## src/rtl/cpu_run_controller.sv

```systemverilog
// cpu_run_controller: sequences a CPU core through a reset hold, a bounded
// or halt-terminated run, and a read-back dump of a memory window.
//
// state | meaning
// ------+-------------------------------------------------------------
// IDLE  | waiting for start, CPU held in reset
// HOLD  | CPU reset held for RESET_HOLD cycles after start
// RUN   | CPU clock enabled, counting cycles until halt or limit
// RD    | controller drives the dump pointer onto the memory address
// CAP   | read data captured into the dump output registers
// OUT   | dump word presented, waiting for dump_ready
// DONE  | run and dump finished, results held until next start
module cpu_run_controller #(
  parameter int N          = 32,
  parameter int ADDR_W     = 10,
  parameter int CYC_W      = 32,
  parameter int RESET_HOLD = 2,
  parameter int DUMP_START = 0,
  parameter int DUMP_STOP  = 256
) (
  input  logic              clk,
  input  logic              rstb,
  input  logic              start,
  input  logic [CYC_W-1:0]  cycle_limit,
  input  logic              halt,
  output logic              cpu_rst,
  output logic              cpu_clk_en,
  output logic              mem_sel,
  output logic [ADDR_W-1:0] mem_addr,
  input  logic [N-1:0]      mem_rd_data,
  output logic              dump_valid,
  input  logic              dump_ready,
  output logic [ADDR_W-1:0] dump_addr,
  output logic [N-1:0]      dump_data,
  output logic              busy,
  output logic              done,
  output logic              timeout,
  output logic [CYC_W-1:0]  cycles_run
);

  typedef enum logic [2:0] {
    IDLE = 3'd0,
    HOLD = 3'd1,
    RUN  = 3'd2,
    RD   = 3'd3,
    CAP  = 3'd4,
    OUT  = 3'd5,
    DONE = 3'd6
  } state_t;

  localparam int HOLD_W = 16;
  localparam int AW1    = ADDR_W + 1;
  localparam logic [HOLD_W-1:0] HOLD_LOAD =
    (RESET_HOLD > 0) ? HOLD_W'(RESET_HOLD - 1) : '0;
  localparam logic [ADDR_W-1:0] PTR_INIT = ADDR_W'(DUMP_START);
  // One extra bit so a window ending exactly at 2^ADDR_W terminates cleanly.
  localparam logic [AW1-1:0] PTR_STOP = AW1'(DUMP_STOP);
  localparam logic HAS_DUMP = (DUMP_STOP > DUMP_START);

  state_t state, state_nxt;
  logic [HOLD_W-1:0] hold_cnt;
  logic [ADDR_W-1:0] ptr;
  logic [CYC_W:0]    run_next;
  logic              limit_hit;
  logic              ptr_last;

  assign run_next  = {1'b0, cycles_run} + 1'b1;
  assign limit_hit = (cycle_limit != '0) && (run_next == {1'b0, cycle_limit});
  assign ptr_last  = (({1'b0, ptr} + 1'b1) == PTR_STOP);

  // State register.
  always_ff @(posedge clk) begin
    if (rstb) state <= IDLE;
    else      state <= state_nxt;
  end

  // Next-state decode.
  always_comb begin
    state_nxt = state;
    case (state)
      IDLE, DONE: if (start) state_nxt = (RESET_HOLD == 0) ? RUN : HOLD;
      HOLD:       if (hold_cnt == '0) state_nxt = RUN;
      RUN:        if (halt || limit_hit) state_nxt = HAS_DUMP ? RD : DONE;
      RD:         state_nxt = CAP;
      CAP:        state_nxt = OUT;
      OUT:        if (dump_ready) state_nxt = ptr_last ? DONE : RD;
      default:    state_nxt = IDLE;
    endcase
  end

  // Counters, run result and dump capture registers.
  always_ff @(posedge clk) begin
    if (rstb) begin
      hold_cnt   <= '0;
      ptr        <= '0;
      cycles_run <= '0;
      timeout    <= 1'b0;
      dump_addr  <= '0;
      dump_data  <= '0;
    end else begin
      case (state)
        IDLE, DONE: begin
          if (start) begin
            cycles_run <= '0;
            timeout    <= 1'b0;
            hold_cnt   <= HOLD_LOAD;
          end
        end
        HOLD: begin
          if (hold_cnt != '0) hold_cnt <= hold_cnt - 1'b1;
        end
        RUN: begin
          if (cycles_run != '1) cycles_run <= cycles_run + 1'b1;
          // Halt wins over the limit when both land on the same cycle.
          if (!halt && limit_hit) timeout <= 1'b1;
          if (halt || limit_hit) ptr <= PTR_INIT;
        end
        CAP: begin
          dump_data <= mem_rd_data;
          dump_addr <= ptr;
        end
        OUT: begin
          if (dump_ready) ptr <= ptr + 1'b1;
        end
        default: ;
      endcase
    end
  end

  // State-decoded outputs.
  always_comb begin
    cpu_rst    = (state == IDLE) || (state == HOLD);
    cpu_clk_en = (state == RUN);
    mem_sel    = (state == RD) || (state == CAP) || (state == OUT);
    mem_addr   = mem_sel ? ptr : '0;
    dump_valid = (state == OUT);
    done       = (state == DONE);
    busy       = (state != IDLE) && (state != DONE);
  end

endmodule

```

## config.mk

```make
export PLATFORM = sky130hd
export DESIGN_NAME = cpu_run_controller
export DESIGN_NICKNAME = d
export VERILOG_FILES = /design/src/rtl/cpu_run_controller.sv
export SDC_FILE = /design/constraint.sdc
export NUM_CORES = 1
export LEC_CHECK = 0
export CAP_MARGIN = 20
export CORE_MARGIN = 8
export CORE_UTILIZATION = 39
export CTS_CLUSTER_SIZE = 28
export DETAILED_ROUTE_END_ITERATION = 10
export PLACE_DENSITY = 0.73
export SETUP_SLACK_MARGIN = 0.05
export SLEW_MARGIN = 15
export SYNTH_ARGS = -nofsm -noshare
export SYNTH_HDL_FRONTEND = slang
export SYNTH_SLANG_ARGS = --single-unit
```

## constraint.sdc

```tcl
create_clock -name clk -period 3.27 [get_ports clk]
set_clock_uncertainty 0.2 [all_clocks]
set_input_delay 0.654 -clock clk [delete_from_list [all_inputs] [get_ports clk]]
set_output_delay 0.654 -clock clk [all_outputs]
set_load 0.01 [all_outputs]
```

==> metrics, run 1 <==
pwr/cell area 476 nW/µm²; max_slew headroom 58.3%; Placer Congestion 0.934; Area growth syn-to-layout 50.4%; layout cells sized above 1 17.5%; Final WS setup -0.221 ns; worst min path class flop to flop; Root Buffer clkbuf_16; Routed WL per cell 16.6 µm; crit path from cycles_run[0]; Final Max Tran Viols 0; Core ar. around 15000 µm²; Final HPWL DP 15200 µm; unrepaired setup endpoints after global routing yes; Final TNS setup -2.07 ns; IO Port Bufs 159; Synth Register Bits approximately 100; Total Wirelength 20100 µm; Startpoint Class flop; Post-synth EDFFs 0; Die Area 19300 µm²; global-route wire length before repair 32600 µm; register area share after synthesis a little over a third; clk sinks 104; worst-case clock buffer depth 2; CTS Buf Count 9; # fillers 1377; Die Y 139 µm; Syn Area/Cell 7.49 µm²; initial antenna violation count 0; drt initial violations 614; Crit Reg-Reg Startpoint cycles_run[0]; vias around 6700; vias in the first global route 6352; final hold viol count 0; syn nets 857; critical path type flop to flop; YS warnings 0; Fmax 0.286 GHz; fin util 59.1%; Final period util 107%; Clk Latency, worst-skew pair 0.36 ns; outcome finished with violations; Hold Slack 0.254 ns; most frequent cells in the layout clkdlybuf4s50_1 (156), nand2_1 (121), buf_4 (114); row count 45; Cell variety after synth between 60 and 70; failing checks negative setup slack; MaxCap Viol Count 0; post-synthesis cell area 5880 µm²; leakage power around 3.2 nW; CTS tree yes; Ports 160; total gr overflow 0; commonest non-fill, non-tap cell in the layout clkdlybuf4s50_1; Worst EP required 3.33 ns; most used flip-flop cell after synthesis dfxtp_1; Final Setup Violations 12; Final nets 1095; CP max FO 5; HP Start dump_data[27]; critical path endpoint category flop; Slew @ Worst Pin 0.625 ns; Post-DRT Antenna Nets 0; # diodes 0; dpl cell area around 8400 µm²; drt drc 0; critical path arrival approximately 3.6 ns; post-route minimum period 3.49 ns; Syn Inst Count slightly below 800; peak supply drop 0.336 mV; fin cells between 1000 and 1500; Placed Cells 1196; vias per cell around 5.5; post-route cell area a little under 9000 µm²; asr flop ratio synth 0%; clock-pin slew on the worst setup and hold paths 0.08 ns; starting density of the core 39.3%; largest net degree at the start of global routing 53; Die X 139 µm; Initial DRT Pass Iterations 5; Total GRT Usage 20.5%; CTS H-tree depth 3
==> registers in the layout, summed over array words and instances, names as in the netlist <==
name and flops:
hold_cnt 16, dump_data 32, timeout 1, dump_addr 10
cycles_run 32, state 3, ptr 10
==> path summary, 6_finish.rpt <==
path / end / slack (ns) / cells past startpoint
worst max-delay path: ptr[1] / -0.22 / 11
worst min register to register: dump_data[27] / 0.25 / 2
worst min-delay path: dump_data[27] / 0.25 / 2
worst max register to register: ptr[1] / -0.22 / 11
==> Yosys cell counts (12+ instances only) <==
| cell type | count | area, µm² |
|---|---|---|
| o21ai_0 | 44 | 220 |
| clkbuf_1 | 37 | 139 |
| xor2_1 | 14 | 123 |
| or4_1 | 13 | 97.6 |
| xnor2_1 | 35 | 307 |
| nand2_1 | 121 | 454 |
| and2_1 | 12 | 75.1 |
| a21oi_1 | 94 | 470 |
| dfxtp_1 | 104 | 2080 |
| inv_1 | 15 | 56.3 |
| nor3_1 | 25 | 125 |
| nor2_1 | 67 | 251 |
| nor4_1 | 22 | 138 |
| nand3_1 | 19 | 95.1 |
| nand4_1 | 21 | 131 |
==> cells by family after synthesis <==
| family | Yosys count | synth area share (%) |
|---|---|---|
| AO/OA/AOI/OAI | 194 | 19.5 |
| XOR/XNOR | 49 | 7.30 |
| adder cells (fa/ha/maj) | 3 | 0.638 |
| buffers and inverters | 67 | 4.59 |
| flip-flops | 104 | 35.4 |
| multiplexers | 3 | 0.511 |
| AND/OR/NAND/NOR | 365 | 32.1 |
==> metal layers <==
layer	global-route usage, %	wire [µm]
met1	25.2	8650
met2	33.2	9430
met3	5.27	1460
met4	8.90	605
met5	0	0
==> timing repair <==
item                                    in CTS  in global routing
setup buffers                                3                  1
hold buffers                                 0                  0
pin swaps                                    7                  7
resized for setup                           12                 16
cloned                                       1                  0
endpoints found under the setup margin      12                 16
==> layout make-up <==
type	count	area (µm²)	share of cell area [%]
inverter	16	60.1	0.679
tap	188	235	2.66
timing repair buffer	277	2490	28.1
clock buffer	9	225	2.55
multi-input combinational	615	3640	41.2
sequential	104	2100	23.7
clock inverter	7	92.6	1.05
==> per-stage QoR <==
stage	setup slack [ns]	power [mW]
after global routing	-0.293	4.47
final	-0.221	4.22
after detailed placement	-0.708	3.03
after CTS	-0.204	4.22
after floorplan	-0.179	2.45
after global placement	-0.669	3.01
==> worst max-delay path, cell delays in order (launching register included) <==
cell,delay (ns)
dfxtp_4,0.35
ha_4,0.15
and3_4,0.18
and4_4,0.18
and3_4,0.16
or4_4,0.50
or4_4,0.53
or4_4,0.47
o31ai_4,0.20
buf_6,0.15
a221oi_4,0.09
a32o_1,0.23
==> where the power goes <==
part | internal [mW] | leakage, nW | switching [mW]
Clock | 0.620 | 0.156 | 0.541
Sequential | 1.40 | 0.847 | 0.118
Combinational | 0.670 | 2.23 | 0.871
Power figures use the tool's default switching activity.
==> run 2, diff against run 1 <==
CAP_MARGIN = 5   (was 20)
SLEW_MARGIN = 10   (was 15)
==> results of run 2 <==
Final layout, timing and power as in run 1 (identical DEF).
==> run 3, diff against run 2 <==
SLEW_MARGIN = not set   (was 10)
==> results of run 3 <==
Final layout, timing and power as in run 1 (identical DEF).
